File: config.mk
export PLATFORM = sky130hd
export DESIGN_NAME = ft245_sync_tx
export DESIGN_NICKNAME = d
export VERILOG_FILES = /design/src/rtl/ft245_pkg.sv /design/src/rtl/sync_fifo.sv /design/src/rtl/ft245_sync_tx.sv
export SDC_FILE = /design/constraint.sdc
export NUM_CORES = 1
export LEC_CHECK = 0
export CAP_MARGIN = 20
export CORE_ASPECT_RATIO = 0.8
export CORE_MARGIN = 2
export CORE_UTILIZATION = 55
export CTS_CLUSTER_DIAMETER = 80
export DETAILED_ROUTE_END_ITERATION = 7
export GPL_ROUTABILITY_DRIVEN = 0
export PLACE_DENSITY = 0.78
export SLEW_MARGIN = 20
export SYNTH_ARGS = -nofsm -noshare
export SYNTH_HDL_FRONTEND = slang
export SYNTH_SLANG_ARGS = --single-unit
File: constraint.sdc
create_clock -name clk -period 2.97 [get_ports clk]
set_input_delay 0.4455 -clock clk [delete_from_list [all_inputs] [get_ports clk]]
set_output_delay 0.4455 -clock clk [all_outputs]
set_load 0.01 [all_outputs]
File: src/rtl/ft245_pkg.sv
// Shared definitions for the FT245 synchronous FIFO transmit and receive paths.
package ft245_pkg;

   typedef enum logic [1:0] {
      StIdle    = 2'd0,
      StArm     = 2'd1,
      StWrite   = 2'd2,
      StRelease = 2'd3
   } tx_state_e;

   // Cycles the FPGA drives the bus before the first WR# strobe.
   localparam int unsigned TurnaroundCycles = 1;
   localparam int unsigned TurnW            = 2;

   localparam logic StrobeIdle = 1'b1;

endpackage

File: src/rtl/sync_fifo.sv
// Single-clock FIFO with occupancy count and a look-ahead read port for a registered head.
import ft245_pkg::*;

module sync_fifo #(
   parameter int unsigned DEPTH  = 16,
   parameter int unsigned ADDR_W = 4,
   parameter int unsigned WIDTH  = 8
) (
   input  logic              clk,
   input  logic              rst,
   input  logic              push,
   input  logic              pop,
   input  logic [WIDTH-1:0]  wdata,
   output logic [WIDTH-1:0]  head,
   output logic [WIDTH-1:0]  head_after_pop,
   output logic [ADDR_W:0]   level,
   output logic [ADDR_W:0]   level_next
);

   logic [WIDTH-1:0]  mem [DEPTH];
   logic [ADDR_W-1:0] wr_ptr_q;
   logic [ADDR_W-1:0] rd_ptr_q;
   logic [ADDR_W:0]   level_q;

   always_comb begin
      level_next = level_q + {{ADDR_W{1'b0}}, push} - {{ADDR_W{1'b0}}, pop};
   end

   always_ff @(posedge clk or posedge rst) begin
      if (rst) begin
         wr_ptr_q <= '0;
         rd_ptr_q <= '0;
         level_q  <= '0;
      end else begin
         if (push) wr_ptr_q <= wr_ptr_q + ADDR_W'(1);
         if (pop)  rd_ptr_q <= rd_ptr_q + ADDR_W'(1);
         level_q <= level_next;
      end
   end

   always_ff @(posedge clk) begin
      if (push) mem[wr_ptr_q] <= wdata;
   end

   assign head           = mem[rd_ptr_q];
   assign head_after_pop = mem[rd_ptr_q + ADDR_W'(1)];
   assign level          = level_q;

endmodule

File: src/rtl/ft245_sync_tx.sv
// FT245 synchronous FIFO transmitter: buffers bytes and writes them to the FT232H when TXE# allows.
// Optional send-immediate pulse after an idle drain is built when FT245_SIWU_EN is defined.
import ft245_pkg::*;

module ft245_sync_tx #(
   parameter int unsigned DEPTH     = 16,
   parameter int unsigned ADDR_W    = 4,
   parameter int unsigned SIWU_IDLE = 32
) (
   input  logic              clk,
   input  logic              rst,
   input  logic [7:0]        in_data,
   input  logic              in_valid,
   output logic              in_ready,
   input  logic              tx_enable,
   input  logic              ft_txe_n,
   output logic [7:0]        ft_data,
   output logic              ft_data_oe,
   output logic              ft_wr_n,
   output logic              ft_siwu_n,
   output logic [ADDR_W:0]   level,
   output logic              busy
);

   logic              push;
   logic              pop;
   logic [ADDR_W:0]   level_next;
   logic [7:0]        head;
   logic [7:0]        head_after_pop;

   tx_state_e         state_q, state_d;
   logic [TurnW-1:0]  ta_q, ta_d;
   logic              wr_n_q;
   logic              oe_q;
   logic [7:0]        data_q, data_d;

   assign in_ready = (level != (ADDR_W+1)'(DEPTH));
   assign push     = in_valid && in_ready;
   // The FT232H takes a byte on any edge where our strobe is low and it has space.
   assign pop      = !wr_n_q && !ft_txe_n;

   sync_fifo #(
      .DEPTH  (DEPTH),
      .ADDR_W (ADDR_W),
      .WIDTH  (8)
   ) u_fifo (
      .clk            (clk),
      .rst            (rst),
      .push           (push),
      .pop            (pop),
      .wdata          (in_data),
      .head           (head),
      .head_after_pop (head_after_pop),
      .level          (level),
      .level_next     (level_next)
   );

   always_comb begin
      state_d = state_q;
      ta_d    = '0;
      unique case (state_q)
         StIdle: begin
            if (tx_enable && level != '0) state_d = StArm;
         end
         StArm: begin
            ta_d = ta_q + TurnW'(1);
            if (ta_q == TurnW'(TurnaroundCycles - 1)) state_d = StWrite;
         end
         StWrite: begin
            if (!(tx_enable && level_next != '0)) state_d = StRelease;
         end
         StRelease: begin
            state_d = StIdle;
         end
         default: begin
            state_d = StIdle;
         end
      endcase
   end

   // Keep ft_data equal to the entry that is at the head after this edge.
   always_comb begin
      data_d = data_q;
      if (level_next != '0) begin
         if (level == '0 || (pop && level == (ADDR_W+1)'(1))) begin
            data_d = in_data;
         end else if (pop) begin
            data_d = head_after_pop;
         end else begin
            data_d = head;
         end
      end
   end

   always_ff @(posedge clk or posedge rst) begin
      if (rst) begin
         state_q <= StIdle;
         ta_q    <= '0;
         wr_n_q  <= StrobeIdle;
         oe_q    <= 1'b0;
         data_q  <= '0;
      end else begin
         state_q <= state_d;
         ta_q    <= ta_d;
         wr_n_q  <= (state_d == StWrite) ? ~StrobeIdle : StrobeIdle;
         oe_q    <= (state_d != StIdle);
         data_q  <= data_d;
      end
   end

   assign ft_wr_n    = wr_n_q;
   assign ft_data_oe = oe_q;
   assign ft_data    = data_q;
   assign busy       = (state_q != StIdle) || (level != '0);

`ifdef FT245_SIWU_EN
   localparam int unsigned IdleW = $clog2(SIWU_IDLE + 1);

   logic [IdleW-1:0] idle_cnt_q, idle_cnt_d;
   logic             armed_q, armed_d;
   logic             siwu_n_q;
   logic             fire;

   // Counter saturates so a pulse held off by tx_enable is issued once it returns.
   always_comb begin
      idle_cnt_d = idle_cnt_q;
      armed_d    = armed_q;
      fire       = 1'b0;
      if (push || pop) begin
         idle_cnt_d = '0;
         armed_d    = 1'b1;
      end else if (state_q == StIdle && level == '0) begin
         if (idle_cnt_q != IdleW'(SIWU_IDLE)) idle_cnt_d = idle_cnt_q + IdleW'(1);
         if (armed_q && tx_enable && idle_cnt_d == IdleW'(SIWU_IDLE)) begin
            fire    = 1'b1;
            armed_d = 1'b0;
         end
      end
   end

   always_ff @(posedge clk or posedge rst) begin
      if (rst) begin
         idle_cnt_q <= '0;
         armed_q    <= 1'b0;
         siwu_n_q   <= StrobeIdle;
      end else begin
         idle_cnt_q <= idle_cnt_d;
         armed_q    <= armed_d;
         siwu_n_q   <= fire ? ~StrobeIdle : StrobeIdle;
      end
   end

   assign ft_siwu_n = siwu_n_q;
`else
   logic unused_siwu_cfg;
   assign unused_siwu_cfg = (SIWU_IDLE != 0);
   assign ft_siwu_n       = StrobeIdle;
`endif

endmodule

**Yosys cells after proc, flatten, opt, wreduce, memory -nomap -nowiden**

Memories as Yosys holds them, arrays and structs flattened.
Index checks and enable logic that the tools add are counted.

- Equal/unequal tests: 6
- Add/subtract/negate cells: 5
- Muxes and demuxes: 10
- Reduce and logical (&&, ||, !) cells: 16

Operators with widths:

| kind | number |
|---|---|
| $mux W8 | 2 |
| $reduce_bool A5 Y1 | 2 |
| $add A4 B1 Y4 const B | 2 |
| $mux W2 | 4 |
| $pmux W2 S4 | 1 |
| $eq A2 B2 Y1 const B | 3 |
| $add A5 B1 Y5 | 1 |
| $eq A5 B1 Y1 const B | 1 |
| $logic_and A1 B1 Y1 | 5 |
| $logic_not A5 Y1 | 1 |
| $ne A5 B5 Y1 const B | 1 |
| $sub A5 B1 Y5 | 1 |
| $logic_not A2 Y1 | 2 |
| $reduce_bool A2 Y1 | 2 |
| $mux W1 | 3 |
| $add A2 B1 Y2 const B | 1 |
| $eq A2 B1 Y1 const B | 1 |
| $logic_not A1 Y1 | 2 |
| $logic_or A1 B1 Y1 | 2 |

- Memories kept: 1
- Register bits: 27
- Input bits: 13
- Word-level logic and storage cells: 46
- Bits in writable memories: 128

Memory list:

| memory | depth | width | read ports | clocked after memory_dff | wr ports | line | text |
|---|---|---|---|---|---|---|---|
| u_fifo.mem | 16 | 8 | 2 | 0 | 1 | sync_fifo.sv:20 | `logic [WIDTH-1:0] mem [DEPTH];` |

**Logic depth before layout (Yosys ltp)**

- Word-level depth: 10
- Mapped depth: 14
- Mapped depth without buffers: 12

**Modules after synthesis**

From an unflattened synthesis, not the netlist that was laid out.

- Cell total of the unflattened synthesis: 551
- Area, all modules: 7,921.3 um^2

Modules (own cells, without submodules):

| module | instances | cells each | area an instance (um^2) | seq. area each (um^2) |
|---|---|---|---|---|
| sync_fifo | 1 | 458 | 7,034.2 | 4,169.0 |
| ft245_sync_tx | 1 | 93 | 887.1 | 351.6 |

**Worst setup path before layout**

No wires, ideal clock.

- Path kind: register to register
- Start point: register u_fifo.level_q[3] (netlist: u_fifo.level[3])
- End point: register data_q[0] (netlist: ft_data[0])
- Buffers on the path: 2
- Cell stages (with the launch flop): 13
- Library setup time: 0.124 ns
- Clock period less this slack: 3.025 ns
- Setup slack: -0.055 ns
- Data required time: 2.846 ns
- Arrival: 2.902 ns
- Cells stage by stage: dfrtp_1 > inv_1 > ha_1 > nand4_1 > and2_1 > clkbuf_1 > ha_1 > fa_1 > xor2_1 > or3_1 > nor3_2 > buf_2 > o21ai_1

- Longest elaborated chain between the ends: 5
- Elaborated cells between the ends (all ways): 10
- Classes of those cells: 2 x add/sub; 2 x eq/ne; 1 x mux; 5 x reduce/logical

Ends and longest elaborated chain:

| element | line | text |
|---|---|---|
| start: declaration | sync_fifo.sv:23 | `logic [ADDR_W:0] level_q;` |
| start signal: assignment | sync_fifo.sv:37 | `level_q <= level_next;` |
| $ne A5 B5 Y1 | ft245_sync_tx.sv:37 | `assign in_ready = (level != (ADDR_W+1)'(DEPTH));` |
| named net in_ready | ft245_sync_tx.sv:14 | `output logic in_ready,` |
| $logic_and A1 B1 Y1 | ft245_sync_tx.sv:38 | `assign push = in_valid && in_ready;` |
| named net push | ft245_sync_tx.sv:25 | `logic push;` |
| $add A5 B1 Y5 | sync_fifo.sv:26 | `level_next = level_q + {{ADDR_W{1'b0}}, push} - {{ADDR_W{1'b0}}, pop};` |
| $sub A5 B1 Y5 | sync_fifo.sv:26 |  |
| named net level_next[2] | ft245_sync_tx.sv:27 | `logic [ADDR_W:0] level_next;` |
| $reduce_bool A5 Y1 | ft245_sync_tx.sv:84 | `if (level_next != '0) begin` |
| end signal: assignment | ft245_sync_tx.sv:107 | `data_q <= data_d;` |
| end: declaration | ft245_sync_tx.sv:35 | `logic [7:0] data_q, data_d;` |

The timed path passes the listed nets, and every way through them passes these cells.
A chain may end at the register's enable or synchronous reset.

**Worst setup path after layout**

- Start point: register u_fifo.level_q[2] (netlist: u_fifo.level[2])
- End point: register data_q[3] (netlist: ft_data[3])

- Longest elaborated chain between the ends: 5
- Elaborated cells between the ends (all ways): 10
- Classes of those cells: 2 x add/sub; 2 x eq/ne; 1 x mux; 5 x reduce/logical

Ends and longest elaborated chain:

| element | line |
|---|---|
| $ne A5 B5 Y1 | ft245_sync_tx.sv:37 |
| $logic_and A1 B1 Y1 | ft245_sync_tx.sv:38 |
| $add A5 B1 Y5 * | sync_fifo.sv:26 |
| $sub A5 B1 Y5 * | sync_fifo.sv:26 |
| named net level_next[2] | ft245_sync_tx.sv:27 |
| $reduce_bool A5 Y1 * | ft245_sync_tx.sv:84 |

The timed path passes the listed nets; every way through them passes the cells marked *.

==> impl_results.html <==
<table>
<tr><th>Metric</th><th>Value</th></tr>
<tr><th colspan="2">Clocking</th></tr>
<tr><td>Clock latency of the later-clocked register in the worst-skew pair</td><td>430 ps</td></tr>
<tr><td>Cts-stage hold buffer count</td><td>0</td></tr>
<tr><td>Largest buffer count on any clock path</td><td>2</td></tr>
<tr><td>Number of buffers inserted during clock tree synthesis</td><td>17</td></tr>
<tr><td>TritonCTS clock tree</td><td>yes</td></tr>
<tr><td>Root Buffer</td><td>clkbuf_16</td></tr>
<tr><td>Number of levels in the clock H-tree</td><td>4</td></tr>
<tr><td>Clock Sinks</td><td>around 160</td></tr>
<tr><td>Clock input transition at the sequential cells of the worst setup and hold paths</td><td>70 ps</td></tr>
<tr><th colspan="2">Floorplanning</th></tr>
<tr><td>Top Ports</td><td>31</td></tr>
<tr><td>Area of the core</td><td>0.0130 mm²</td></tr>
<tr><td>Starting utilization of the core area</td><td>56.8%</td></tr>
<tr><td>Area of the die</td><td>0.0144 mm²</td></tr>
<tr><td>Die height</td><td>between 100 and 150 µm</td></tr>
<tr><td>Cell row count</td><td>37</td></tr>
<tr><td>Die Span X</td><td>134 µm</td></tr>
<tr><th colspan="2">Timing</th></tr>
<tr><td>Number of pins exceeding their max-slew limit in the final report</td><td>0</td></tr>
<tr><td>Final Setup Violations</td><td>0</td></tr>
<tr><td>RSZ-0062 raised after global routing</td><td>no</td></tr>
<tr><td>Total negative setup slack</td><td>0 ps</td></tr>
<tr><td>Final period demand of the worst path</td><td>2830 ps</td></tr>
<tr><td>Final clock skew</td><td>just under 10 ps</td></tr>
<tr><td>Worst-margin pin slew</td><td>853 ps</td></tr>
<tr><td>Final period util</td><td>95.3%</td></tr>
<tr><td>Max-slew headroom at the worst pin</td><td>42.7%</td></tr>
<tr><td>Final hold violation count</td><td>0</td></tr>
<tr><td>Achievable clock frequency</td><td>353 MHz</td></tr>
<tr><th colspan="2">Synthesis</th></tr>
<tr><td>Sequential fraction of the synthesis area</td><td>61.2%</td></tr>
<tr><td>Mean area per synthesized cell</td><td>between 15 and 20 µm²</td></tr>
<tr><td>Async SR Flop Fraction</td><td>17.4%</td></tr>
<tr><td>Most area-consuming cells after synthesis</td><td>edfxtp_1 (52%), mux4_2 (18%), dfrtp_1 (8.8%)</td></tr>
<tr><td>Most numerous cell in the Yosys netlist</td><td>edfxtp_1</td></tr>
<tr><td>Top_reg_cell synth</td><td>edfxtp_1</td></tr>
<tr><td>Post-Syn Area</td><td>0.00739 mm²</td></tr>
<tr><td>Area share of the leading cell type in the synthesized netlist</td><td>between 50% and 60%</td></tr>
<tr><td>Synthesized net count</td><td>~460</td></tr>
<tr><td>Top post-synthesis cells by count</td><td>edfxtp_1 (128), mux4_2 (60), mux2i_1 (31)</td></tr>
<tr><td>Yosys reg bits</td><td>155</td></tr>
<tr><td>Cell count after synthesis</td><td>436</td></tr>
<tr><td>Count of unique library cells instantiated by Yosys</td><td>44</td></tr>
<tr><td>EDFF count, synth</td><td>128</td></tr>
<tr><td>Synth warn</td><td>0</td></tr>
<tr><td>Leading area contributor after synthesis</td><td>edfxtp_1</td></tr>
<tr><th colspan="2">Worst setup path</th></tr>
<tr><td>Type of the setup path with the least slack</td><td>register to register</td></tr>
<tr><td>Library cell appearing most often on the critical path</td><td>ha_4</td></tr>
<tr><td>Kind of cell with the highest combined delay on the critical path</td><td>simple AND/OR/NAND/NOR gates</td></tr>
<tr><td>Data required time at the worst endpoint</td><td>3280 ps</td></tr>
<tr><td>Biggest cell delay along the critical path</td><td>400 ps</td></tr>
<tr><td>Critical path startpoint category</td><td>register</td></tr>
<tr><td>Worst path slowest cell</td><td>dfrtp_1</td></tr>
<tr><td>Cell-by-cell listing of the critical path</td><td>inv_1 -&gt; ha_4 -&gt; nand4_1 -&gt; and2_4 -&gt; ha_4 -&gt; fa_2 -&gt; xor2_2 -&gt; or3_1 -&gt; nor3_4 -&gt; clkbuf_16 -&gt; o21ai_1</td></tr>
<tr><td>Depth of the worst register-to-register path</td><td>11</td></tr>
<tr><td>Number of cells on the critical path</td><td>11</td></tr>
<tr><td>Endpoint arrival time on the critical path</td><td>3140 ps</td></tr>
<tr><td>CP endpoint kind</td><td>register</td></tr>
<tr><td>Top fanout value on the critical path</td><td>7</td></tr>
<tr><td>Number of buffer and inverter stages on the critical path</td><td>2</td></tr>
<tr><th colspan="2">GRT</th></tr>
<tr><td>Final global-route overflow total</td><td>0</td></tr>
<tr><td>Number of global-route vias before repair</td><td>4,542</td></tr>
<tr><td>GRT Util Overall</td><td>26.0%</td></tr>
<tr><td>Wire length of the first global-routing pass</td><td>26.5 mm</td></tr>
<tr><td>Maximum number of pins on one net before global-route repair</td><td>37</td></tr>
<tr><td>Initial antenna violation count</td><td>0</td></tr>
<tr><th colspan="2">Power and ir drop</th></tr>
<tr><td>Peak supply drop</td><td>0.872 mV</td></tr>
<tr><td>Power per unit of standard cell area</td><td>1120 mW/mm²</td></tr>
<tr><td>Static leakage</td><td>3.08 nW</td></tr>
<tr><td>Power, Total</td><td>0.00985 W</td></tr>
<tr><th colspan="2">Detailed routing</th></tr>
<tr><td>Via total after detailed routing</td><td>4,438</td></tr>
<tr><td>Number of remaining DRC errors</td><td>0</td></tr>
<tr><td>First-iteration detailed-routing DRC count</td><td>roughly 410</td></tr>
<tr><td>Mean routed wirelength per cell</td><td>25.3 µm</td></tr>
<tr><td>Post-route antenna net violation count</td><td>0</td></tr>
<tr><td>Detailed-routing iteration count for the pre-antenna-repair pass</td><td>5</td></tr>
<tr><td>Detailed-route vias per instance</td><td>6.42</td></tr>
<tr><td>Post-Route WL</td><td>17.5 mm</td></tr>
<tr><th colspan="2">Placement</th></tr>
<tr><td>Hpwl dp</td><td>11.2 mm</td></tr>
<tr><td>Placed cell count</td><td>between 600 and 700</td></tr>
<tr><td>IO buf count</td><td>29</td></tr>
<tr><th colspan="2">Finish</th></tr>
<tr><td>Non-filler instance count after layout</td><td>691</td></tr>
<tr><td>Synthesis-to-finish area growth</td><td>18.8%</td></tr>
<tr><td>Fin nets</td><td>529</td></tr>
<tr><td>Count of antenna diodes in the layout</td><td>0</td></tr>
<tr><td>Fraction of layout cells with a size suffix above 1</td><td>just over 30%</td></tr>
<tr><th colspan="2">Status</th></tr>
<tr><td>Result of the run</td><td>complete, no violations</td></tr>
<tr><th colspan="2">Hold path</th></tr>
<tr><td>Type of the tightest min-delay check</td><td>primary input to asynchronous set/reset pin</td></tr>
<tr><th colspan="2">Job</th></tr>
<tr><td>Max-cap viol count</td><td>0</td></tr>
</table>
==> power by group <==
part	switching (W)	internal (W)	leakage [nW]
registers	0.000276	0.00275	1.48
clock network	0.000945	0.00118	0.279
logic	0.00231	0.00239	1.32
==> layer usage <==
layer	routed length, µm	global-route usage [%]
met1	7100	36.0
met2	8580	40.5
met3	1520	7.25
met4	297	9.12
met5	0	0
==> kinds of logic (layout without fill, tap and decap cells) <==
kind of cell	after synthesis	after routing	share of synthesized area (%)
other	1	1	0.0508
DFF	155	155	61.2
muxes	92	92	22.6
AOI/OAI and AO/OA	56	56	4.76
buffers and inverters	37	117	2.76
and+or+nand+nor	70	70	4.62
xor gates and xnor gates	12	12	1.68
adders and majority gates	13	13	2.30
==> tightest hold or removal path, cell delays in order <==
cell and delay (ps):
clkdlybuf4s50_1 390, inv_1 50, buf_4 350
==> registers in the layout, summed over array words and instances, names as in the netlist <==
signal and flops:
ft_data 8, ft_data_oe 1, ft_wr_n 1, state_q 2
ta_q 2, u_fifo.level 5, u_fifo.mem 128, u_fifo.rd_ptr_q 4
u_fifo.wr_ptr_q 4
==> through the flow <==
stage	setup slack, ps	hold slack (ps)	instance area, µm²	utilization (%)
2_1_floorplan	10.0	403	7400	-
3_3_place_gp	-234	414	8100	62.3
3_5_place_dp	-269	421	8100	62.3
4_1_cts	6.28	399	8680	66.7
5_1_grt	41.7	447	8780	67.5
6_report	140	397	8780	67.5
==> area by class of cell <==
cell class	instances	area, µm²
flip-flops and latches	155	4520
clock buffers	17	425
inverters	12	45.0
well taps	175	219
repair buffers	73	676
multi-input cells	244	2740
clock inverters	15	151
fillers	836	4230
==> path summary, 6_finish.rpt <==
path                       slack [ps]                      start                         to
max                               140  u_fifo.level[2]$_DFF_PP0_     ft_data[3]$_DFFE_PP0N_
min                               400                        rst  u_fifo.level[1]$_DFF_PP0_
max reg2reg                       140  u_fifo.level[2]$_DFF_PP0_     ft_data[3]$_DFFE_PP0N_
min reg2reg                       430          ta_q[0]$_DFF_PP0_          ta_q[0]$_DFF_PP0_
max in group asynchronous        2250                        rst          ft_wr_n$_DFF_PP1_
min in group clk                  430          ta_q[0]$_DFF_PP0_          ta_q[0]$_DFF_PP0_
==> placed cells by master (no fill, tap or decap), types with 4 or more instances in the layout <==
cell,n
clkdlybuf4s50_1,29
a221oi_1,5
inv_6,6
mux4_2,60
buf_4,40
mux2i_1,31
nand2_1,21
ha_1,8
nor2b_1,5
a22oi_1,4
nor2_1,19
a21oi_1,5
clkbuf_16,18
inv_1,9
edfxtp_1,128
nor3_1,8
xnor2_1,6
nand2b_1,5
o22ai_1,13
dfrtp_1,24
o21ai_0,8
o21ai_1,12
==> timing repair <==
action,in CTS,in global routing
gates resized for setup,0,12
setup endpoints to repair,0,10
setup buffers,0,3
Power figures use the tool's default switching activity.
